`src/rtl/lc3b_types.sv`:
```
// rtl/lc3b_types.sv - shared types for the LC-3b memory hierarchy
package lc3b_types;

  localparam int LC3B_ADDR_WIDTH = 16;
  localparam int LC3B_LINE_WIDTH = 128;

  typedef logic [LC3B_LINE_WIDTH-1:0] lc3b_line;

  typedef enum logic [1:0] {
    ARB_IDLE    = 2'd0,
    ARB_GRANT_I = 2'd1,
    ARB_GRANT_D = 2'd2
  } lc3b_arb_state;

  typedef enum logic {
    ARB_I = 1'b0,
    ARB_D = 1'b1
  } lc3b_arb_id;

endpackage

```
`src/rtl/l2_mem_arbiter.sv`:
```
// rtl/l2_mem_arbiter.sv - round-robin arbiter sharing the L2 line port between I and D miss paths
module l2_mem_arbiter
  import lc3b_types::*;
#(
  parameter int ADDR_WIDTH = 16,
  parameter int LINE_WIDTH = 128
) (
  input  logic                  clk,
  input  logic                  rst_n,
  input  logic                  i_read,
  input  logic [ADDR_WIDTH-1:0] i_address,
  output logic [LINE_WIDTH-1:0] i_rdata,
  output logic                  i_resp,
  input  logic                  d_read,
  input  logic                  d_write,
  input  logic [ADDR_WIDTH-1:0] d_address,
  input  logic [LINE_WIDTH-1:0] d_wdata,
  output logic [LINE_WIDTH-1:0] d_rdata,
  output logic                  d_resp,
  output logic                  l2_read,
  output logic                  l2_write,
  output logic [ADDR_WIDTH-1:0] l2_address,
  output logic [LINE_WIDTH-1:0] l2_wdata,
  input  logic [LINE_WIDTH-1:0] l2_rdata,
  input  logic                  l2_resp
);

  lc3b_arb_state r_state;
  lc3b_arb_state w_next_state;
  lc3b_arb_id    r_last_grant;
  logic          w_d_req;

  assign w_d_req = d_read | d_write;

  // last_grant only moves when leaving IDLE, so it names the most recent winner
  always_ff @(posedge clk or negedge rst_n) begin
    if (!rst_n) begin
      r_state      <= ARB_IDLE;
      r_last_grant <= ARB_I;
    end else begin
      r_state <= w_next_state;
      if (r_state == ARB_IDLE && w_next_state == ARB_GRANT_I) begin
        r_last_grant <= ARB_I;
      end else if (r_state == ARB_IDLE && w_next_state == ARB_GRANT_D) begin
        r_last_grant <= ARB_D;
      end
    end
  end

  always_comb begin
    w_next_state = r_state;
    l2_read      = 1'b0;
    l2_write     = 1'b0;
    l2_address   = '0;
    l2_wdata     = '0;
    i_rdata      = '0;
    i_resp       = 1'b0;
    d_rdata      = '0;
    d_resp       = 1'b0;

    case (r_state)
      ARB_IDLE: begin
        if (i_read && w_d_req) begin
          w_next_state = (r_last_grant == ARB_I) ? ARB_GRANT_D : ARB_GRANT_I;
        end else if (i_read) begin
          w_next_state = ARB_GRANT_I;
        end else if (w_d_req) begin
          w_next_state = ARB_GRANT_D;
        end
      end

      ARB_GRANT_I: begin
        l2_read    = i_read;
        l2_address = i_address;
        if (l2_resp) begin
          i_resp       = 1'b1;
          i_rdata      = l2_rdata;
          w_next_state = ARB_IDLE;
        end
      end

      ARB_GRANT_D: begin
        // read+write together is illegal; the read wins
        l2_read    = d_read;
        l2_write   = d_write & ~d_read;
        l2_address = d_address;
        l2_wdata   = d_wdata;
        if (l2_resp) begin
          d_resp       = 1'b1;
          d_rdata      = l2_rdata;
          w_next_state = ARB_IDLE;
        end
      end

      default: begin
        w_next_state = ARB_IDLE;
      end
    endcase
  end

endmodule

```
`config.mk`:
```
export PLATFORM = sky130hd
export DESIGN_NAME = l2_mem_arbiter
export DESIGN_NICKNAME = d
export VERILOG_FILES = /design/src/rtl/lc3b_types.sv /design/src/rtl/l2_mem_arbiter.sv
export SDC_FILE = /design/constraint.sdc
export NUM_CORES = 1
export LEC_CHECK = 0
export BUFFER_PORTS_ARGS = -buffer_cell sky130_fd_sc_hd__buf_2
export CAP_MARGIN = 20
export CORE_AREA = 2 2 271 273
export CTS_BUF_LIST = sky130_fd_sc_hd__clkbuf_2 sky130_fd_sc_hd__clkbuf_4 sky130_fd_sc_hd__clkbuf_8
export CTS_CLUSTER_DIAMETER = 200
export DETAILED_ROUTE_END_ITERATION = 16
export DIE_AREA = 0 0 273 275
export PLACE_DENSITY_LB_ADDON = 0.08
export SLEW_MARGIN = 0
export SYNTH_ARGS = -nofsm -noshare
export SYNTH_HDL_FRONTEND = slang
export SYNTH_SLANG_ARGS = --single-unit
```
`constraint.sdc`:
```
create_clock -name clk -period 1.6 [get_ports clk]
set_clock_uncertainty 0.1 [all_clocks]
set_input_delay 0.32 -clock clk [delete_from_list [all_inputs] [get_ports clk]]
set_output_delay 0.32 -clock clk [all_outputs]
set_load 0.1 [all_outputs]
```
==> impl_metrics.tcl, run 1 <==
set metrics [dict create \
    status "finished with violations" \
    violations "setup timing" \
    ys_top_cells_by_count "256 x and3_1, 130 x and2_1, 64 x clkbuf_1" \
    drive_gt1_frac 0.982 \
    synth_edf_count 0 \
    cp_max_fo 19 \
    synth_area_leaders "and3_1 50%, and2_1 25%, clkbuf_1 7.5%" \
    finalWirelength_um 42800 \
    cts.path.max_buffers 2 \
    cts-root-buf "clkbuf_8" \
    rsz0062_at_grt "true" \
    drt_first_pass_iters 4 \
    route.detailed.drc 0 \
    fin_setup_tns_ns -201.55 \
    hpwl_um 36600 \
    timing.reg2reg.setup_slack_ns -0.38 \
    drv_cap 0 \
    worstSetupStartpoint "r_state[0]$_DFF_PN0_" \
    r2r_end "r_last_grant$_DFFE_PN0P_" \
    crit_required_ns 1.18 \
    area_growth_syn_to_layout_pct 435 \
    yosys_warnings 0 \
    drt.antenna.violating_nets 0 \
    die_w_um 273 \
    relSlewSlack 0.781 \
    preCtsSetupSlack_ns -0.386 \
    r2r-start "r_state[1]$_DFF_PN0_" \
    cts_tree "done" \
    synth.avg_cell_area_sq_um 6.11 \
    pwr-share-clk 0.008 \
    fin_hold_ws_ns 0.366 \
    period_minus_slack_ns 2.17 \
    syn-cell-area_sq_um 3200 \
    irDropWorstVdd_mv 0.950 \
    fp.coreArea_sq_um 72300 \
    vias 6860 \
    clk_latency_ns 0.21 \
    fp.dieArea_sq_um 75100 \
    cts.sinks 3 \
    synth_cell_types 22 \
    antenna_found_initial 5 \
    syn_nets 822 \
    crit_end "d_rdata[49]" \
    crit_arrival_ns 1.75 \
    reg2reg_depth 9 \
    finalCritPeriodShare 1.36 \
    start_kind "flip-flop" \
    hold_class "in -> async" \
    fmax_mhz 461 \
    numCtsBuffers 3 \
    io-pin-count 698 \
    initial_core_util 0.0442 \
    yosysMostFrequentCell "and3_1" \
    worst_slew_pin_slew_ns 0.328 \
    grt_max_degree 34 \
    synth-async-reset-ratio 1.00 \
    synthCells 524 \
    pwr-share-seq 0.005 \
    grt_pass1_vias 7460 \
    nets 1565 \
    switching_share 0.600 \
    htree_levels 1 \
    grt_pass1_wl_um 57700 \
    p_per_area_nw_per_um2 1800 \
    viasPerCell 3.08 \
    p_switching_w 0.0185 \
    wl_per_cell_um 19.2 \
    yosysTopAreaCellShare 0.500 \
    grt_usage 0.106 \
    overflow 0 \
    synth-seq-area-share 0.0235 \
    synth_flop_cell "dfrtp_1" \
    num_rows 99 \
    synth_seq_cells 3 \
    yosys.area.top_type "and3_1" \
    maxSlewViolCount 0 \
    fin_ws_ns -0.570 \
    clk_pin_slew_worst_paths_ns 0.03 \
    portBuffers 697 \
    critPathCaptureType "output pin" \
    combPwrFrac 0.987 \
    crit_type "reg -> out" \
    setup_violations 407 \
    p_int_w 0.0123 \
    hold_viol_final 0 \
    die_h_um 275 \
    p_leak_nw 7.24 \
    drt_iter0_markers 138 \
    gp_congestion 0.777 \
]
[critical path: stages, from the launching register on]
cell and delay, ns:
dfrtp_2 0.41, inv_2 0.08, ha_4 0.18, buf_12 0.12, buf_16 0.16, clkbuf_16 0.19
and3_4 0.19, buf_12 0.17
[per-layer routing]
metal,vias up,GRT usage,share of wire,wire length (um)
met5,-,0,0.00061,26
met4,4,0.00748,0.0061,259
met3,12,0.0381,0.096,4100
met2,340,0.226,0.59,25200
met1,3189,0.0966,0.31,13200
li1,3315,-,-,-
[per-stage QoR]
step / area [sq um] / instances / total power, W / utilization
after floorplan: 5420 / 524 / 0.0188 / -
after global placement: 16300 / 2191 / 0.0289 / 0.226
after detailed placement: 16300 / 2191 / 0.0288 / 0.226
after CTS: 17100 / 2223 / 0.0312 / 0.236
after global routing: 17100 / 2225 / 0.0318 / 0.236
final: 17100 / 2228 / 0.0308 / 0.237
[registers in the layout, indices dropped and copies added, names as in the netlist]
| name | count |
|---|---|
| r_last_grant | 1 |
| r_state | 2 |
[power groups by stage]
stage | clock, W | sequential, W | combinational, W
after detailed placement | 0 | 0.000159 | 0.0287
after global routing | 0.000256 | 0.000157 | 0.0314
after global placement | 0 | 0.000158 | 0.0287
final | 0.000236 | 0.000152 | 0.0304
after floorplan | 0 | 0.000150 | 0.0186
after CTS | 0.000245 | 0.000150 | 0.0308
[placed cells by master, fill, tap and decap left out, types with 2 or more instances in the layout]
cell type / n
buf_12: 433
buf_2: 292
and3_4: 246
and2_4: 130
buf_4: 57
nor2b_4: 17
a22oi_2: 12
buf_6: 12
and3_2: 10
buf_16: 9
a22oi_1: 5
clkbuf_16: 5
nor2_1: 4
clkbuf_8: 4
buf_8: 4
diode_2: 3
ha_4: 3
inv_2: 2
a21oi_1: 2
inv_1: 2
dfrtp_2: 2
[layout make-up]
class / count / area [sq um]
Antenna cell: 3 / 7.51
Timing Repair Buffer: 814 / 11100
Clock buffer: 4 / 48.8
Multi-Input combinational cell: 441 / 4620
Inverter: 4 / 15.0
Tap cell: 959 / 1200
Fill cell: 7692 / 55200
Sequential cell: 3 / 77.6
[cells by family after synthesis]
group | after synthesis | share of synthesized area
flops | 3 | 0.0235
simple gates | 412 | 0.803
fa+ha+maj | 4 | 0.0156
compound gates | 25 | 0.0590
buf+inv | 80 | 0.0993
[how the worst min path moves through the flow]
stage	start	slack, ns	end	cells past startpoint
after floorplan	rst_n	-0.08	r_last_grant$_DFFE_PN0P_	0
after global placement	rst_n	0.03	r_state[1]$_DFF_PN0_	1
after detailed placement	rst_n	0.04	r_state[0]$_DFF_PN0_	1
after CTS	rst_n	0.35	r_state[1]$_DFF_PN0_	2
after global routing	rst_n	0.37	r_last_grant$_DFFE_PN0P_	2
final	rst_n	0.37	r_last_grant$_DFFE_PN0P_	2
[what timing repair did]
item,in CTS,in global routing
setup endpoints to repair,407,407
endpoints found under the hold margin,3,0
resized for setup,47,10
hold buffers,1,0
setup buffers,17,3
gates cloned,10,5
pin swaps,22,10
(Power assumes the default switching activity.)
==> run 2: changes to the inputs <==
==> constraint.sdc (replaced) <==
create_clock -name clk -period 1.6 [get_ports clk]
set_clock_uncertainty 0.1 [all_clocks]
set_input_delay 0.48 -clock clk [delete_from_list [all_inputs] [get_ports clk]]
set_output_delay 0.48 -clock clk [all_outputs]
set_load 0.1 [all_outputs]
==> impl_metrics.tcl, run 2 (synthesized netlist as in run 1, its figures left out) <==
set metrics [dict create \
    status "finished with violations" \
    violations "setup timing" \
    hpwl_um 37600 \
    cp_max_fo 6 \
    critPathCaptureType "output pin" \
    multiInputGateArea_sq_um 4660 \
    combPwrFrac 0.987 \
    hold_class "reg -> reg" \
    whs_path_depth 2 \
    irDropWorstVdd_mv 0.829 \
    r2r-start "r_state[1]$_DFF_PN0_" \
    die_w_um 273 \
    antenna_found_initial 9 \
    overflow 0 \
    gp_congestion 0.776 \
    io-pin-count 698 \
    fp.dieArea_sq_um 75100 \
    drt_first_pass_iters 4 \
    final_cell_mix "432 x buf_12, 292 x buf_2, 254 x and3_4" \
    numCtsBuffers 3 \
    pwr-share-seq 0.005 \
    clk_latency_ns 0.21 \
    final_common_cell "buf_12" \
    r2r_end "r_last_grant$_DFFE_PN0P_" \
    portBuffers 697 \
    cts.path.max_buffers 2 \
    initial_core_util 0.0442 \
    crit_required_ns 1.02 \
    p_int_w 0.0126 \
    drt_iter0_markers 207 \
    crit_type "reg -> out" \
    wl_per_cell_um 20.4 \
    cpMaxStageDelayCell "dfrtp_2" \
    p_switching_w 0.0186 \
    num_rows 99 \
    cts_tree "done" \
    relSlewSlack 0.820 \
    finalCritPeriodShare 1.47 \
    maxSlewViolCount 0 \
    clk_pin_slew_worst_paths_ns 0.03 \
    p_per_area_nw_per_um2 1820 \
    worst_slew_pin_slew_ns 0.270 \
    grt_pass1_vias 7032 \
    route.detailed.drc 0 \
    p_leak_nw 7.22 \
    drive_gt1_frac 0.984 \
    rsz0062_at_grt "true" \
    whs_endpoint "r_last_grant$_DFFE_PN0P_" \
    hold_viol_final 0 \
    crit_top_cell "buf_12" \
    drv_cap 0 \
    nets 1557 \
    reg2reg_depth 10 \
    cts.sinks 3 \
    viasPerCell 3.11 \
    reg_top3 "r_state: 2 flops, r_last_grant: 1 flops" \
    switching_share 0.596 \
    grt_usage 0.106 \
    crit_arrival_ns 1.77 \
    crit_chain "buf_6, ha_4, buf_12, buf_12, buf_12, clkbuf_16, and2_4, buf_12" \
    htree_levels 1 \
    finalWirelength_um 45400 \
    cts-root-buf "clkbuf_8" \
    placed_cell_area_sq_um 16100 \
    largest-register "r_state" \
    fmax_mhz 426 \
    period_minus_slack_ns 2.35 \
    dp_cells 2162 \
    grt_pass1_wl_um 57600 \
    max_stage_delay_ns 0.42 \
    fin_ws_ns -0.748 \
    nFillCells 7744 \
    fp.coreArea_sq_um 72300 \
    timing.reg2reg.setup_slack_ns -0.45 \
    setup_violations 407 \
    grt_max_degree 53 \
    vias 6917 \
    die_h_um 275 \
    largest_register_ffs 2 \
    ff_latch_area_sq_um 77.6 \
    stdcell_count 2221 \
    hp-start "r_last_grant$_DFFE_PN0P_" \
    area_growth_syn_to_layout_pct 437 \
    pwr-share-clk 0.008 \
    start_kind "flip-flop" \
    final_cell_area_sq_um 17200 \
    drt.antenna.violating_nets 0 \
]
## run 2: timing repair
item,4_1_cts,5_1_grt
setup endpoints to repair,407,407
buffers inserted,17,16
cloned,5,14
hold buffers,1,0
gates resized for setup,34,37
pin swaps,24,29
hold endpoints to repair,3,0
## run 2: power by group through the flow
stage / registers, W / clock network [W] / logic (W)
after floorplan: 0.000150 / 0 / 0.0186
after global placement: 0.000159 / 0 / 0.0286
after detailed placement: 0.000159 / 0 / 0.0285
after CTS: 0.000153 / 0.000244 / 0.0296
after global routing: 0.000164 / 0.000256 / 0.0318
final: 0.000158 / 0.000236 / 0.0309
## run 2: through the flow
step	total power (W)	hold WS, ns	utilization	TNS, ns	setup WS [ns]
floorplan	0.0187	0.0844	-	-146.55	-0.529
global placement	0.0288	0.182	0.223	-174.29	-0.511
detailed placement	0.0287	0.179	0.223	-175.44	-0.506
CTS	0.0300	0.480	0.230	-270.70	-0.726
global route	0.0323	0.514	0.237	-293.76	-0.796
finish	0.0313	0.481	0.238	-267.24	-0.748
## run 2: layout make-up
class	count	share of cell area
flip-flops and latches	3	0.00451
diodes	4	0.000583
well taps	959	0.0698
multi-input cells	441	0.271
inverters	4	0.000874
repair buffers	806	0.650
clock buffers	4	0.00284
## run 2: worst max-delay path, delay by kind of cell, from the launching register on
family | cells | cell delay, ns
and+or+nand+nor | 1 | 0.14
buffers and inverters | 6 | 0.82
adders and majority gates | 1 | 0.17
DFF | 1 | 0.42
## run 2: worst max path at each step
stage / depth (start not counted) / from / slack [ns] / to
floorplan: 6 / r_state[1]$_DFF_PN0_ / -0.53 / l2_address[10]
global placement: 6 / r_state[1]$_DFF_PN0_ / -0.51 / i_rdata[94]
detailed placement: 6 / r_state[1]$_DFF_PN0_ / -0.51 / i_rdata[94]
CTS: 6 / r_state[0]$_DFF_PN0_ / -0.73 / d_rdata[119]
global route: 8 / r_state[1]$_DFF_PN0_ / -0.80 / l2_address[12]
finish: 8 / r_state[1]$_DFF_PN0_ / -0.75 / d_resp
## run 2: routing by layer
metal	GRT usage	vias up	part of all wire
li1	-	3308	-
met1	0.108	3254	0.34
met2	0.214	315	0.57
met3	0.0305	32	0.072
met4	0.0157	8	0.015
met5	0	-	0.0011
